### src/rtl/seq_det_pkg.sv
// Shared types and reset defaults for the symbol-sequence detector.
// Default pattern is 001,101,110,000 with length 4.
package seq_det_pkg;

  typedef enum logic [1:0] {
    IDLE  = 2'd0,
    ARMED = 2'd1,
    DONE  = 2'd2
  } state_e;

  localparam int DEFAULT_LEN = 4;

  localparam logic [DEFAULT_LEN-1:0][2:0] DEFAULT_PATTERN = {
    3'b000, 3'b110, 3'b101, 3'b001
  };

  function automatic logic [2:0] default_sym(input int i);
    logic [1:0] k;
    k = i[1:0];
    if (i >= 0 && i < DEFAULT_LEN) return DEFAULT_PATTERN[k];
    return 3'b000;
  endfunction

endpackage

### src/rtl/seq_pattern_regfile.sv
// Target pattern slots and length register; writable only while idle.
// Exposes the symbol at the current match index and the first symbol.
module seq_pattern_regfile
  import seq_det_pkg::*;
#(
  parameter int SYM_W   = 3,
  parameter int MAX_LEN = 8,
  parameter int LEN_W   = $clog2(MAX_LEN + 1),
  parameter int AW      = $clog2(MAX_LEN)
) (
  input  logic             clk,
  input  logic             reset_n,
  input  logic             idle_i,
  input  logic             sym_we_i,
  input  logic [AW-1:0]    addr_i,
  input  logic [SYM_W-1:0] sym_i,
  input  logic             len_we_i,
  input  logic [LEN_W-1:0] len_i,
  input  logic [AW-1:0]    rd_idx_i,
  output logic [SYM_W-1:0] rd_sym_o,
  output logic [SYM_W-1:0] rd_first_o,
  output logic [LEN_W-1:0] len_o
);

  logic [SYM_W-1:0] pat_q [MAX_LEN];
  logic [LEN_W-1:0] len_q;
  logic             len_ok;

  // Out-of-range lengths are dropped so the register always holds 1..MAX_LEN
  assign len_ok = (len_i != '0) && (len_i <= LEN_W'(MAX_LEN));

  always_ff @(posedge clk or negedge reset_n) begin
    if (!reset_n) begin
      for (int i = 0; i < MAX_LEN; i++) begin
        pat_q[i] <= SYM_W'(default_sym(i));
      end
    end else if (idle_i && sym_we_i) begin
      pat_q[addr_i] <= sym_i;
    end
  end

  always_ff @(posedge clk or negedge reset_n) begin
    if (!reset_n) begin
      len_q <= LEN_W'(DEFAULT_LEN);
    end else if (idle_i && len_we_i && len_ok) begin
      len_q <= len_i;
    end
  end

  assign rd_sym_o   = pat_q[rd_idx_i];
  assign rd_first_o = pat_q[0];
  assign len_o      = len_q;

endmodule

### src/rtl/seq_detect_ctrl.sv
// Programmable symbol-sequence match controller: FSM, match index,
// registered match pulse and saturating match counter.
module seq_detect_ctrl
  import seq_det_pkg::*;
#(
  parameter int SYM_W   = 3,
  parameter int MAX_LEN = 8,
  parameter int CNT_W   = 8,
  localparam int LEN_W  = $clog2(MAX_LEN + 1),
  localparam int AW     = $clog2(MAX_LEN)
) (
  input  logic             clk,
  input  logic             reset_n,
  input  logic             cfg_sym_we,
  input  logic [AW-1:0]    cfg_addr,
  input  logic [SYM_W-1:0] cfg_sym,
  input  logic             cfg_len_we,
  input  logic [LEN_W-1:0] cfg_len,
  input  logic             arm,
  input  logic             disarm,
  input  logic             oneshot,
  input  logic             in_valid,
  input  logic [SYM_W-1:0] in_data,
  output logic             in_ready,
  output logic             match,
  output logic [CNT_W-1:0] match_count,
  output logic [1:0]       state_o
);

  state_e           state_q, state_d;
  logic [AW-1:0]    idx_q, idx_d;
  logic [CNT_W-1:0] cnt_q, cnt_d;
  logic             match_q, os_q, os_d;

  logic [SYM_W-1:0] pat_idx, pat_first;
  logic [LEN_W-1:0] len_cur, step_len;
  logic             accept, arm_go, hit;

  seq_pattern_regfile #(
    .SYM_W   (SYM_W),
    .MAX_LEN (MAX_LEN),
    .LEN_W   (LEN_W),
    .AW      (AW)
  ) u_regfile (
    .clk        (clk),
    .reset_n    (reset_n),
    .idle_i     (state_q == IDLE),
    .sym_we_i   (cfg_sym_we),
    .addr_i     (cfg_addr),
    .sym_i      (cfg_sym),
    .len_we_i   (cfg_len_we),
    .len_i      (cfg_len),
    .rd_idx_i   (idx_q),
    .rd_sym_o   (pat_idx),
    .rd_first_o (pat_first),
    .len_o      (len_cur)
  );

  always_ff @(posedge clk or negedge reset_n) begin
    if (!reset_n) begin
      state_q <= IDLE;
      idx_q   <= '0;
      cnt_q   <= '0;
      match_q <= 1'b0;
      os_q    <= 1'b0;
    end else begin
      state_q <= state_d;
      idx_q   <= idx_d;
      cnt_q   <= cnt_d;
      match_q <= hit;
      os_q    <= os_d;
    end
  end

  // A symbol arriving with arm/disarm is discarded: those reset progress
  always_comb begin
    accept   = in_valid & in_ready;
    arm_go   = arm & ~disarm;
    step_len = '0;
    if (in_data == pat_idx) begin
      step_len = LEN_W'(idx_q) + LEN_W'(1);
    end else if (in_data == pat_first) begin
      step_len = LEN_W'(1);
    end
    hit   = accept & ~arm & ~disarm & (step_len == len_cur);
    idx_d = idx_q;
    cnt_d = cnt_q;
    os_d  = os_q;
    if (arm_go) begin
      idx_d = '0;
      cnt_d = '0;
      os_d  = oneshot;
    end else if (accept) begin
      idx_d = hit ? '0 : AW'(step_len);
      if (hit && cnt_q != '1) begin
        cnt_d = cnt_q + CNT_W'(1);
      end
    end
  end

  always_comb begin
    state_d = state_q;
    unique case (state_q)
      IDLE: begin
        if (arm_go) state_d = ARMED;
      end
      ARMED: begin
        if (disarm) state_d = IDLE;
        else if (hit && os_q) state_d = DONE;
      end
      DONE: begin
        if (disarm) state_d = IDLE;
        else if (arm_go) state_d = ARMED;
      end
      default: state_d = IDLE;
    endcase
  end

  always_comb begin
    in_ready    = (state_q == ARMED);
    match       = match_q;
    match_count = cnt_q;
    state_o     = state_q;
  end

endmodule

### config.mk
export PLATFORM = sky130hd
export DESIGN_NAME = seq_detect_ctrl
export DESIGN_NICKNAME = d
export VERILOG_FILES = /design/src/rtl/seq_det_pkg.sv /design/src/rtl/seq_pattern_regfile.sv /design/src/rtl/seq_detect_ctrl.sv
export SDC_FILE = /design/constraint.sdc
export NUM_CORES = 1
export LEC_CHECK = 0
export ABC_CLOCK_PERIOD_IN_PS = 8300
export BUFFER_PORTS_ARGS = -buffer_cell sky130_fd_sc_hd__buf_2
export CORE_ASPECT_RATIO = 0.6
export CORE_UTILIZATION = 45
export CTS_CLUSTER_DIAMETER = 120
export CTS_CLUSTER_SIZE = 40
export DETAILED_ROUTE_END_ITERATION = 10
export PLACE_DENSITY = 0.65
export SETUP_SLACK_MARGIN = 0.1
export SLEW_MARGIN = 20
export SYNTH_ARGS = -nofsm -noshare
export SYNTH_HDL_FRONTEND = slang
export SYNTH_SLANG_ARGS = --single-unit
export TNS_END_PERCENT = 1
### constraint.sdc
create_clock -name clk -period 8.3 [get_ports clk]
set_input_delay 1.66 -clock clk [delete_from_list [all_inputs] [get_ports clk]]
set_output_delay 1.66 -clock clk [all_outputs]
set_load 0.1 [all_outputs]
==> impl_metrics.tcl <==
set metrics [dict create \
    synth_cell_types 41 \
    post-route-period-util 0.456 \
    min_period_ps 3780 \
    grt_antenna_before_repair 0 \
    design_area_sq_mm 0.00261 \
    dpl_cell_area_sq_mm 0.00252 \
    die_h_um 57.5 \
    crit_fanout 19 \
    grt_pass1_wl_um 8110 \
    grt_pass1_vias 1582 \
    nets 252 \
    vias 1661 \
    cts_sinks 43 \
    area_growth_pct 12.8 \
    max_stage_delay_ps 750 \
    synth_edf_count 0 \
    syn-cell-area_sq_mm 0.00231 \
    clk_pin_slew_ps 90 \
    worst-setup-path-type "flip-flop to flip-flop" \
    yosysMostFrequentCell "dfrtp_1" \
    crit_chain "mux4_1 -> mux2i_4 -> xnor2_1 -> or4_4 -> a2111oi_4 -> o21ai_2 -> or4_1 -> a21oi_1" \
    hold_path_class "flip-flop to flip-flop" \
    power.share.combinational 0.257 \
    grt_max_degree 44 \
    hold_viol_final 0 \
    endpoint_kind "flip-flop" \
    utilization 0.548 \
    ys_top_cells_by_area "dfrtp_1 (40%), mux2_2 (14%), dfstp_2 (6.8%)" \
    initial_core_util 0.486 \
    cp_slowest_cell "dfrtp_1" \
    via_per_inst 5.67 \
    synth_seq_cells 43 \
    grt_remaining_overflow 0 \
    die_area_sq_mm 0.00543 \
    async_reset_ff_frac 1.00 \
    swShare 0.309 \
    postRouteAntennaNets 0 \
    finalMaxSlewViolations 0 \
    synth_flop_cell "dfrtp_1" \
    clockBufferDepth 2 \
    p_per_area_mw_per_mm2 215 \
    p_sw_mw 0.173 \
    port-buffer-count 32 \
    yosysTopAreaCell "dfrtp_1" \
    hold_slack_ps 508 \
    hpwl_um 3600 \
    slew_headroom 0.366 \
    drv_cap 0 \
    hold_depth 1 \
    cts_buffers 5 \
    layout-drive-gt1-share 0.361 \
    cts_resized 0 \
    synthCells 195 \
    io_pins 33 \
    ctsHoldBuffers 0 \
    post-cts-setup-buffers 0 \
    die_x_um 94.5 \
    synth_top_area_share 0.401 \
    fin_skew_ps 7.90 \
    cp-start-kind "flip-flop" \
    rr_worst_depth 8 \
    syn-num-nets 218 \
    power.leakage_nw 1.09 \
    h-tree-depth 2 \
    finalSetupViolCount 0 \
    ir_drop_mv 0.0994 \
    drt_wl_total_um 4920 \
    drtPass1Iterations 4 \
    netlist_top_cells_count "dfrtp_1 (37), mux2_2 (29), nand2_1 (16)" \
    p_seq_frac 0.506 \
    routedWlPerCell_um 16.8 \
    grt_use_total 0.202 \
    rsz0062_at_grt "false" \
    arrival_ps 4010 \
    internal-power_mw 0.387 \
    drt_iter0_drc 109 \
    required_ps 8520 \
    finalSetupTns_ps 0 \
    clock-root-buffer "clkbuf_8" \
    core_area_sq_mm 0.00475 \
    p_clk_frac 0.237 \
    ys_warn_count 0 \
    status "completed" \
    max_freq_mhz 264 \
    antenna_cells 0 \
    worstMarginPinSlew_ps 951 \
    yosysSeqAreaShare 0.469 \
    gp_congestion 0.780 \
    r2r_slack_ps 4520 \
    drc 0 \
    placementRows 19 \
    worstSkewPairLatency_ps 300 \
    nFillCells 434 \
    cts_tree "yes" \
    syn_avg_cell_area_sq_um 11.8 \
]
## state kept, by name (all words and copies together) (netlist names)
| register | flops |
|---|---|
| idx_q | 3 |
| u_regfile.len_o | 4 |
| u_regfile.pat_q | 21 |
| os_q | 1 |
| match | 1 |
| u_regfile.rd_first_o | 3 |
| state_o | 2 |
| match_count | 8 |
## through the flow
| stage | power [mW] | std cells | setup slack, ps |
|---|---|---|---|
| after floorplan | 0.394 | 195 | 4140 |
| after global placement | 0.426 | 285 | 4450 |
| after detailed placement | 0.432 | 285 | 4360 |
| after CTS | 0.566 | 293 | 4530 |
| after global routing | 0.592 | 293 | 4300 |
| final | 0.561 | 293 | 4520 |
## layer usage
metal / global-route usage / vias to the layer above / part of all wire
met2: 0.283 / 36 / 0.43
met4: 0.0455 / 0 / 0.0098
met3: 0.0453 / 7 / 0.046
li1: - / 802 / -
met5: 0 / - / 0
met1: 0.317 / 816 / 0.52
## power by group through the flow
stage	clock [mW]	sequential, mW	combinational (mW)
3_3_place_gp	0	0.285	0.141
6_report	0.133	0.284	0.144
3_5_place_dp	0	0.287	0.145
2_1_floorplan	0	0.279	0.115
5_1_grt	0.145	0.289	0.158
4_1_cts	0.136	0.283	0.146
## final timing paths
| path | startpoint | to |
|---|---|---|
| min in group asynchronous | reset_n | u_regfile.len_o[0]$_DFFE_PN0P_ |
| worst min-delay path | u_regfile.pat_q[9]$_DFFE_PN0P_ | u_regfile.pat_q[9]$_DFFE_PN0P_ |
| worst max register to register | idx_q[0]$_DFFE_PN0P_ | match_count[4]$_DFFE_PN0P_ |
| worst max-delay path | idx_q[0]$_DFFE_PN0P_ | match_count[4]$_DFFE_PN0P_ |
| worst min register to register | u_regfile.pat_q[9]$_DFFE_PN0P_ | u_regfile.pat_q[9]$_DFFE_PN0P_ |
| max in group asynchronous | reset_n | u_regfile.pat_q[5]$_DFFE_PN0P_ |
## placed cells by master, fill, tap and decap left out, drive strengths merged, types with 3 or more instances in the layout
cell type   n
a21oi       9
buf        32
or3         3
or4         5
mux2i       6
nor3        5
dfstp       6
clkbuf      6
nor2        7
nor2b       4
mux4        5
o21ai       6
nand2      16
inv         3
o31ai       4
mux2       29
xnor2       9
and3        5
dfrtp      37
nand3      10
xor2        5
## worst max-delay path: cells and delay by family (launching register included)
family,cells,cell delay [ps]
flops,1,750
compound gates,3,750
xor+xnor,1,160
simple gates,2,1150
mux,2,900
## cell type report
cell class | count | area (sq um) | area share
Tap cell | 63 | 78.8 | 0.0303
Inverter | 3 | 11.3 | 0.00432
Timing Repair Buffer | 32 | 160 | 0.0615
Clock buffer | 6 | 72.6 | 0.0279
Clock inverter | 2 | 12.5 | 0.00480
Multi-Input combinational cell | 144 | 1190 | 0.455
Sequential cell | 43 | 1080 | 0.416
## logic make-up after synthesis
group | after synthesis | share of synthesized area
DFF | 43 | 0.469
and+or+nand+nor | 61 | 0.137
adders and majority gates | 2 | 0.0108
buffers and inverters | 8 | 0.0168
muxes | 40 | 0.230
AOI/OAI and AO/OA | 27 | 0.0824
xor gates and xnor gates | 14 | 0.0531
Power figures use the tool's default switching activity.
